$ cat src/rtl/alu_input_sequencer_if.sv
// Board-side and ALU-side signal bundle of the ALU input sequencer.
// The sequencer drives operands/op/result; the board drives switches/buttons.
interface alu_input_sequencer_if #(
    parameter int NB_DATA = 8,
    parameter int NB_OP   = 6
);
    logic [NB_DATA-1:0] i_sw;
    logic [2:0]         i_btn;
    logic [NB_DATA-1:0] i_result;
    logic [NB_DATA-1:0] o_data_A;
    logic [NB_DATA-1:0] o_data_B;
    logic [NB_OP-1:0]   o_op;
    logic [NB_DATA-1:0] o_result;
    logic               o_valid;
    logic [2:0]         o_state;

    modport master (
        input  i_sw, i_btn, i_result,
        output o_data_A, o_data_B, o_op, o_result, o_valid, o_state
    );

    modport slave (
        output i_sw, i_btn, i_result,
        input  o_data_A, o_data_B, o_op, o_result, o_valid, o_state
    );
endinterface

$ cat src/rtl/alu_input_sequencer.sv
// Button-driven operand/opcode sequencer for the switch/LED ALU board:
// debounced buttons step a guided FSM that loads A, B, op and latches the result.
module alu_input_sequencer #(
    parameter int NB_DATA   = 8,
    parameter int NB_OP     = 6,
    parameter int DB_CYCLES = 1000000,
    parameter int NB_DB     = $clog2(DB_CYCLES + 1)
) (
    input logic                   i_clk,
    input logic                   i_reset,
    alu_input_sequencer_if.master bus
);
    typedef enum logic [2:0] {
        WAIT_A  = 3'd0,
        WAIT_B  = 3'd1,
        WAIT_OP = 3'd2,
        EXEC    = 3'd3,
        SHOW    = 3'd4
    } state_t;

    localparam logic [NB_DB-1:0] CNT_MAX = NB_DB'(DB_CYCLES - 1);

    logic [2:0]       r_sync1;
    logic [2:0]       r_sync2;
    logic [2:0]       r_deb;
    logic [2:0]       r_deb_q;
    logic [NB_DB-1:0] r_cnt [3];

    logic [2:0] w_pulse;
    logic       w_clr;
    logic       w_can;
    logic       w_cnf;

    always_ff @(posedge i_clk) begin
        if (i_reset) begin
            r_sync1 <= '0;
            r_sync2 <= '0;
            r_deb   <= '0;
            r_deb_q <= '0;
            r_cnt   <= '{default: '0};
        end else begin
            r_sync1 <= bus.i_btn;
            r_sync2 <= r_sync1;
            r_deb_q <= r_deb;
            for (int i = 0; i < 3; i++) begin
                if (r_sync2[i] == r_deb[i]) begin
                    r_cnt[i] <= '0;
                end else if (r_cnt[i] == CNT_MAX) begin
                    r_deb[i] <= r_sync2[i];
                    r_cnt[i] <= '0;
                end else begin
                    r_cnt[i] <= r_cnt[i] + NB_DB'(1);
                end
            end
        end
    end

    // Rising edge of the debounced level; clear beats cancel beats confirm.
    assign w_pulse = r_deb & ~r_deb_q;
    assign w_clr   = w_pulse[2];
    assign w_can   = w_pulse[1] & ~w_pulse[2];
    assign w_cnf   = w_pulse[0] & ~(|w_pulse[2:1]);

    state_t r_state;
    state_t w_next;
    logic   w_ld_a;
    logic   w_ld_b;
    logic   w_ld_op;
    logic   w_exec;

    always_ff @(posedge i_clk) begin
        if (i_reset) r_state <= WAIT_A;
        else         r_state <= w_next;
    end

    always_comb begin
        w_next  = r_state;
        w_ld_a  = 1'b0;
        w_ld_b  = 1'b0;
        w_ld_op = 1'b0;
        w_exec  = 1'b0;
        if (w_clr) begin
            w_next = WAIT_A;
        end else begin
            unique case (r_state)
                WAIT_A: begin
                    if (w_cnf) begin
                        w_next = WAIT_B;
                        w_ld_a = 1'b1;
                    end
                end
                WAIT_B: begin
                    if (w_can) begin
                        w_next = WAIT_A;
                    end else if (w_cnf) begin
                        w_next = WAIT_OP;
                        w_ld_b = 1'b1;
                    end
                end
                WAIT_OP: begin
                    if (w_can) begin
                        w_next = WAIT_B;
                    end else if (w_cnf) begin
                        w_next  = EXEC;
                        w_ld_op = 1'b1;
                    end
                end
                EXEC: begin
                    w_next = SHOW;
                    w_exec = 1'b1;
                end
                SHOW: begin
                    if (w_can)      w_next = WAIT_OP;
                    else if (w_cnf) w_next = WAIT_A;
                end
                default: w_next = WAIT_A;
            endcase
        end
    end

    logic [NB_DATA-1:0] r_data_a;
    logic [NB_DATA-1:0] r_data_b;
    logic [NB_OP-1:0]   r_op;
    logic [NB_DATA-1:0] r_result;
    logic               r_valid;

    always_ff @(posedge i_clk) begin
        if (i_reset || w_clr) begin
            r_data_a <= '0;
            r_data_b <= '0;
            r_op     <= '0;
            r_result <= '0;
            r_valid  <= 1'b0;
        end else begin
            r_valid <= w_exec;
            if (w_ld_a)  r_data_a <= bus.i_sw;
            if (w_ld_b)  r_data_b <= bus.i_sw;
            if (w_ld_op) r_op     <= bus.i_sw[NB_OP-1:0];
            if (w_exec)  r_result <= bus.i_result;
        end
    end

    assign bus.o_data_A = r_data_a;
    assign bus.o_data_B = r_data_b;
    assign bus.o_op     = r_op;
    assign bus.o_result = r_result;
    assign bus.o_valid  = r_valid;
    assign bus.o_state  = r_state;
endmodule

$ cat src/flat_wrapper.sv
// flat-port wrapper written by rule: the top's interface ports become plain ports
module alu_input_sequencer_flat 
#(
    parameter int NB_DATA   = 8,
    parameter int NB_OP     = 6,
    parameter int DB_CYCLES = 1000000,
    parameter int NB_DB     = $clog2(DB_CYCLES + 1)
)
  (i_clk, i_reset, bus_i_sw, bus_i_btn, bus_i_result, bus_o_data_A, bus_o_data_B, bus_o_op, bus_o_result, bus_o_valid, bus_o_state);
  alu_input_sequencer_if #(.NB_DATA(NB_DATA), .NB_OP(NB_OP)) bus_i ();
  input logic i_clk;
  input logic i_reset;
  input wire logic [$bits(bus_i.i_sw)-1:0] bus_i_sw;
  input wire logic [$bits(bus_i.i_btn)-1:0] bus_i_btn;
  input wire logic [$bits(bus_i.i_result)-1:0] bus_i_result;
  output wire logic [$bits(bus_i.o_data_A)-1:0] bus_o_data_A;
  output wire logic [$bits(bus_i.o_data_B)-1:0] bus_o_data_B;
  output wire logic [$bits(bus_i.o_op)-1:0] bus_o_op;
  output wire logic [$bits(bus_i.o_result)-1:0] bus_o_result;
  output wire logic [$bits(bus_i.o_valid)-1:0] bus_o_valid;
  output wire logic [$bits(bus_i.o_state)-1:0] bus_o_state;
  assign bus_i.i_sw = bus_i_sw;
  assign bus_i.i_btn = bus_i_btn;
  assign bus_i.i_result = bus_i_result;
  assign bus_o_data_A = bus_i.o_data_A;
  assign bus_o_data_B = bus_i.o_data_B;
  assign bus_o_op = bus_i.o_op;
  assign bus_o_result = bus_i.o_result;
  assign bus_o_valid = bus_i.o_valid;
  assign bus_o_state = bus_i.o_state;
  alu_input_sequencer #(.NB_DATA(NB_DATA), .NB_OP(NB_OP), .DB_CYCLES(DB_CYCLES), .NB_DB(NB_DB)) u_core (.i_clk(i_clk), .i_reset(i_reset), .bus(bus_i));
endmodule
$ cat config.mk
export PLATFORM = sky130hd
export DESIGN_NAME = alu_input_sequencer_flat
export DESIGN_NICKNAME = d
export VERILOG_FILES = /design/src/rtl/alu_input_sequencer_if.sv /design/src/rtl/alu_input_sequencer.sv /design/src/flat_wrapper.sv
export SDC_FILE = /design/constraint.sdc
export NUM_CORES = 1
export LEC_CHECK = 0
export ABC_AREA = 1
export BUFFER_PORTS_ARGS = -buffer_cell sky130_fd_sc_hd__buf_2
export CAP_MARGIN = 25
export CORE_MARGIN = 4
export CORE_UTILIZATION = 40
export CTS_BUF_LIST = sky130_fd_sc_hd__clkbuf_4
export CTS_CLUSTER_SIZE = 8
export DETAILED_ROUTE_END_ITERATION = 16
export PLACE_DENSITY = 0.61
export SYNTH_ARGS = -nofsm -noshare
export SYNTH_HDL_FRONTEND = slang
export SYNTH_SLANG_ARGS = --single-unit
$ cat constraint.sdc
create_clock -name i_clk -period 3 [get_ports i_clk]
set_clock_uncertainty 0.15 [all_clocks]
set_input_delay 0.15 -clock i_clk [delete_from_list [all_inputs] [get_ports i_clk]]
set_output_delay 0.15 -clock i_clk [all_outputs]
set_load 0.01 [all_outputs]
Yosys cells after proc, flatten, opt, wreduce, memory -nomap -nowiden

Index checks and enable logic that the tools add are counted.

Register bits after elaboration: 106
Input port bits: 21
Logic and storage cells: 70

Add/subtract/negate cells: 3
Equality and inequality tests: 14
Mux-type cells: 18
Bitwise gates (word level): 9
Reductions and logical operators: 11

Operator list:

| kind                  | number |
|---|---|
| $add 20x1->20 const B | 3 |
| $eq 20x20->1 const B  | 3 |
| $mux 3                | 7 |
| $pmux 3 s5            | 1 |
| $mux 1                | 10 |
| $ne 3x1->1 const B    | 3 |
| $reduce_or 3->1       | 3 |
| $eq 3x2->1 const B    | 2 |
| $reduce_and 2->1      | 3 |
| $not 1->1             | 5 |
| $reduce_and 4->1      | 1 |
| $reduce_or 2->1       | 2 |
| $and 3x3->3           | 1 |
| $eq 1x1->1            | 3 |
| $eq 3x1->1 const B    | 1 |
| $eq 3x3->1 const B    | 1 |
| $logic_not 3->1       | 1 |
| $not 3->3             | 1 |
| $and 1x1->1           | 2 |
| $ne 2x1->1 const B    | 1 |
| $logic_or 1x1->1      | 1 |

Longest topological paths before layout

Depth after elaboration: 9
Gate-level depth with buffers: 10

Least setup slack after synthesis

Ideal clock, no wire load.

Kind: register -> register
Start: register u_core.r_cnt[40] (netlist name)
End: register u_core.r_cnt[55] (netlist name)
Setup time: 0.111 ns
Data arrival time: 1.320 ns
Required time: 2.739 ns
Setup slack: 1.419 ns
Cell stages (with the launch flop): 10
Buffers on the path: 1
Clock period less this slack: 1.581 ns
Path through: dfxtp_1 > ha_1 > nand2_1 > nor2_2 > nand2_2 > nor2_2 > nand3_2 > nand2_4 > buf_12 > nor2_2

Cells in the longest elaborated chain, start to end: 2
Elaborated cells between the ends (all ways): 3
Classes of those cells: add/sub: 1; eq/ne: 1; reduce/logical: 1

RTL lines:

| element                                               | line                      | source |
|---|---|---|
| from (decl)                                           | alu_input_sequencer.sv:27 | `logic [NB_DB-1:0] r_cnt [3];` |
| from (signal, indexed assignment)                     | alu_input_sequencer.sv:52 | `r_cnt[i] <= r_cnt[i] + NB_DB'(1);` |
| branches (longest 2 deep; another with $add 20x1->20) | n/a                       |  |

Parallel ways; which one is timed is not known.
A chain may end at the register's enable or synchronous reset.

Worst setup path after layout

Start: register u_core.r_cnt[20] (netlist name)
End: register u_core.r_cnt[31] (netlist name)

Same word-level chain as after synthesis.

==> results list <==
- Kind of end point of the critical path: flip-flop
* Basic-gate share of the synthesized area counting and, or, nand and nor cells: 36.8%
- Vias in the first global route: 4192
- After routing, the total negative slack on setup checks comes to 0 ps.
* Most common cell after layout, fill and taps aside: nor2_1
- For this run, the top clock speed supported by timing is 513 MHz.
- STA puts the critical path data required time at 3190 ps.
- Critical Path Max Stage Delay: 500 ps
- Flip-flop and latch count after synthesis: 106
- Max-capacitance violation count: 0
- From left edge to right edge, the die measures 118 µm.
* Number of placement rows: 39
- Setup-failing EPs final: 0
* Library cell occupying the most area in the post-synthesis netlist: dfxtp_1
- Area of the core: 0.0116 mm²
* Mean instance size in the synthesized netlist: 6.99 µm²
- The clock reaches the later pin of the worst-skew pair after 460 ps.
- The worst hold path belongs to the class reg -> reg.
* Post-detailed-route via-to-cell ratio: 4.75
- After Yosys synthesis, full adders, half adders and majority gates account for 0.781% of the synthesized area.
- Layout Area Growth over Synthesis: 16.3%
* Number of I/O port buffers: 54
* Die span in y: 118 µm
* Slowest cell on crit path: nand2_1
- Non-Filler Instances: 916
- In this run the worst path has a maximum fanout of 20.
* Portion of synthesized cell area occupied by the leading cell type: 44.2%
- Maximum VDD drop: 182 µV
- Number of clock sinks: 106
- Number of primary I/O pins: 55
* Max_slew headroom: 52.2%
* Count of mapped cells out of synthesis: 688
- Post-Synthesis Cell Area: 0.00481 mm²
- Total count of hold-check failures in the final report: 0
- Area fraction in compound gates after synthesis: 6.66%
* DRC violations left: 0
- The worst setup path is launched from a flip-flop.
* Final layout net count: 792
- DRT antenna net count: 0
* Power density normalized to cell area: 413 mW/mm²
- In the finished design, the share of the clock period the worst path needs comes to 65.0%.
* Transition time of the tightest slew-check pin: 716 ps
- The routed layout has 4355 vias.
* Routability congestion estimate: 0.922
* Fraction of synthesized area in multiplexers: 0%
* Critical path cell sequence: ha_1 > nand3_2 > nor3_1 > nand3_1 > nand2_1 > nor2_1
* Setup repair after global routing missed its margin: no
* Outcome: completed
* CTS root buf: clkbuf_4
* 1st-pass router iterations: 4
- Static leakage power: 2.00 nW
* Main area contributors after synthesis: dfxtp_1 44%, nor2_1 14%, nand2_1 11%, inv_1 5.0%, nand3_1 4.1%
* Proportion of synthesized chip area in sequential cells: 44.2%
- Buffers inserted by post-CTS timing repair: 0
- Global route total overflow: 0
- For this configuration, the core starts out at a cell density of 41.6%.
* Clock-pin transition on the worst setup and hold timing paths: 150 ps
- The number of max-slew violations in the final report came to 0.
- Wire length of the first global-routing pass: 18200 µm
- Cts bufs inserted: 9
- Clock H-tree levels: 3
- Class of the most critical setup path: reg -> reg
* Antenna violations before repair: 0
- For met2 alone, demand over resource in global routing was 25.2%.
- The synthesized netlist devotes 5.10% of its cell area to XOR and XNOR gates.
* Starting DRT DRC Count: 267
- Clock Path Buffers: 2
* # diodes: 0
* Main combinational cell family by area after synthesis: simple AND/OR/NAND/NOR gates
* Commonest cells after routing, fill and taps aside: 173 x nor2_1, 143 x nand2_1, 106 x dfxtp_1, 64 x inv_1, 54 x buf_2
* Fraction of final layout cells sized beyond drive strength 1: 13.3%
* Number of placed instances with taps included: 877
* Clock tree from TritonCTS: built
* Wire length per cell after detailed routing: 11.2 µm
* Number of distinct library cell variants in the gate-level netlist after synthesis: 28
- Entering global routing, the biggest net connects 27 pins.
- Net count of the mapped netlist: 712
- During synthesis, Yosys emitted a total of 0 warnings.
* Arrival time at the worst endpoint: 2140 ps
- Met3 layer usage reported by global route: 4.57%
* Die Footprint: 0.0138 mm²
- Global-route total usage across every layer: 15.4%
* Design Power: 0.00231 W
- The routed design could run at a clock period as short as 1950 ps.
* Post-detailed-placement half-perimeter wirelength: 7480 µm
- Met1 GRT Util: 19.2%
- Once layout is complete, the utilization of the core stands at 48.3%.
- In this run the most used layer during global routing was met2.
- After detailed routing, the total wire length is 10200 µm.
==> cells by family after synthesis <==
kind of cell,Yosys count
flip-flops,106
AO/OA/AOI/OAI,64
adder cells (fa/ha/maj),3
XOR/XNOR,28
AND/OR/NAND/NOR,412
buffers and inverters,75
==> through the flow <==
stage | setup WS, ps | instance area [µm²] | hold slack [ps]
after floorplan | 1420 | 4810 | 107
after global placement | 1130 | 5200 | 215
after detailed placement | 1050 | 5200 | 220
after CTS | 1030 | 5590 | 272
after global routing | 782 | 5590 | 291
final | 1050 | 5590 | 267
==> power by group <==
part / switching [W] / internal, W
registers: 0.00000299 / 0.00141
clock network: 0.000469 / 0.000351
logic: 0.0000363 / 0.0000373
==> what timing repair did <==
item                                   in CTS  in global routing
endpoints found under the hold margin      42                  0
hold buffers                               23                  0
resized for setup                           0                  0
==> sequential cells by signal (all words and copies together), names as in the netlist <==
name	count
u_core.bus.o_data_A	8
u_core.bus.o_data_B	8
u_core.bus.o_op	6
u_core.bus.o_result	8
u_core.bus.o_state	3
u_core.bus.o_valid	1
u_core.r_cnt	60
u_core.r_deb	3
u_core.r_deb_q	3
u_core.r_sync1	3
u_core.r_sync2	3
==> cell usage after synthesis <==
| cell | n |
|---|---|
| buf_2 | 4 |
| buf_4 | 1 |
| xor2_1 | 14 |
| nor3_2 | 1 |
| ha_1 | 3 |
| nand3b_1 | 1 |
| nand2_2 | 3 |
| nor2_1 | 173 |
| buf_12 | 1 |
| nand3_2 | 5 |
| nor2_2 | 16 |
| buf_1 | 1 |
| nand2_1 | 143 |
| inv_2 | 2 |
| nand4_1 | 9 |
| nand3_1 | 39 |
| nand2_4 | 2 |
| or2_2 | 2 |
| buf_6 | 1 |
| a21oi_1 | 35 |
| o21ai_0 | 29 |
| xnor2_1 | 14 |
| nor3_1 | 12 |
| dfxtp_1 | 106 |
| inv_1 | 64 |
| clkbuf_1 | 1 |
| nor2_4 | 2 |
| or2_0 | 4 |
==> critical path: cells and delay by family, from the launching register on <==
family	cells	cell delay, ps
adders and majority gates	1	250
and+or+nand+nor	5	1030
DFF	1	400
==> area by class of cell <==
class / instances / area (µm²)
inverters: 66 / 248
multi-input cells: 507 / 2370
flip-flops and latches: 106 / 2120
well taps: 143 / 179
clock inverters: 6 / 88.8
fillers: 1189 / 5970
clock buffers: 10 / 75.1
repair buffers: 78 / 508
==> routing by layer <==
layer	share of wire, %	routed length (µm)
met5	0	0
met2	46	4680
met3	3.7	379
met4	2.0	206
met1	49	4960
==> worst paths after layout <==
| kind | cells past startpoint | slack [ps] | startpoint | endpoint |
|---|---|---|---|---|
| max | 6 | 1050 | u_core.r_cnt[20] | u_core.r_cnt[31] |
| min | 2 | 270 | u_core.r_sync1[2] | u_core.r_sync2[2] |
| max reg2reg | 6 | 1050 | u_core.r_cnt[20] | u_core.r_cnt[31] |
| min reg2reg | 2 | 270 | u_core.r_sync1[2] | u_core.r_sync2[2] |
(Power assumes the default switching activity.)
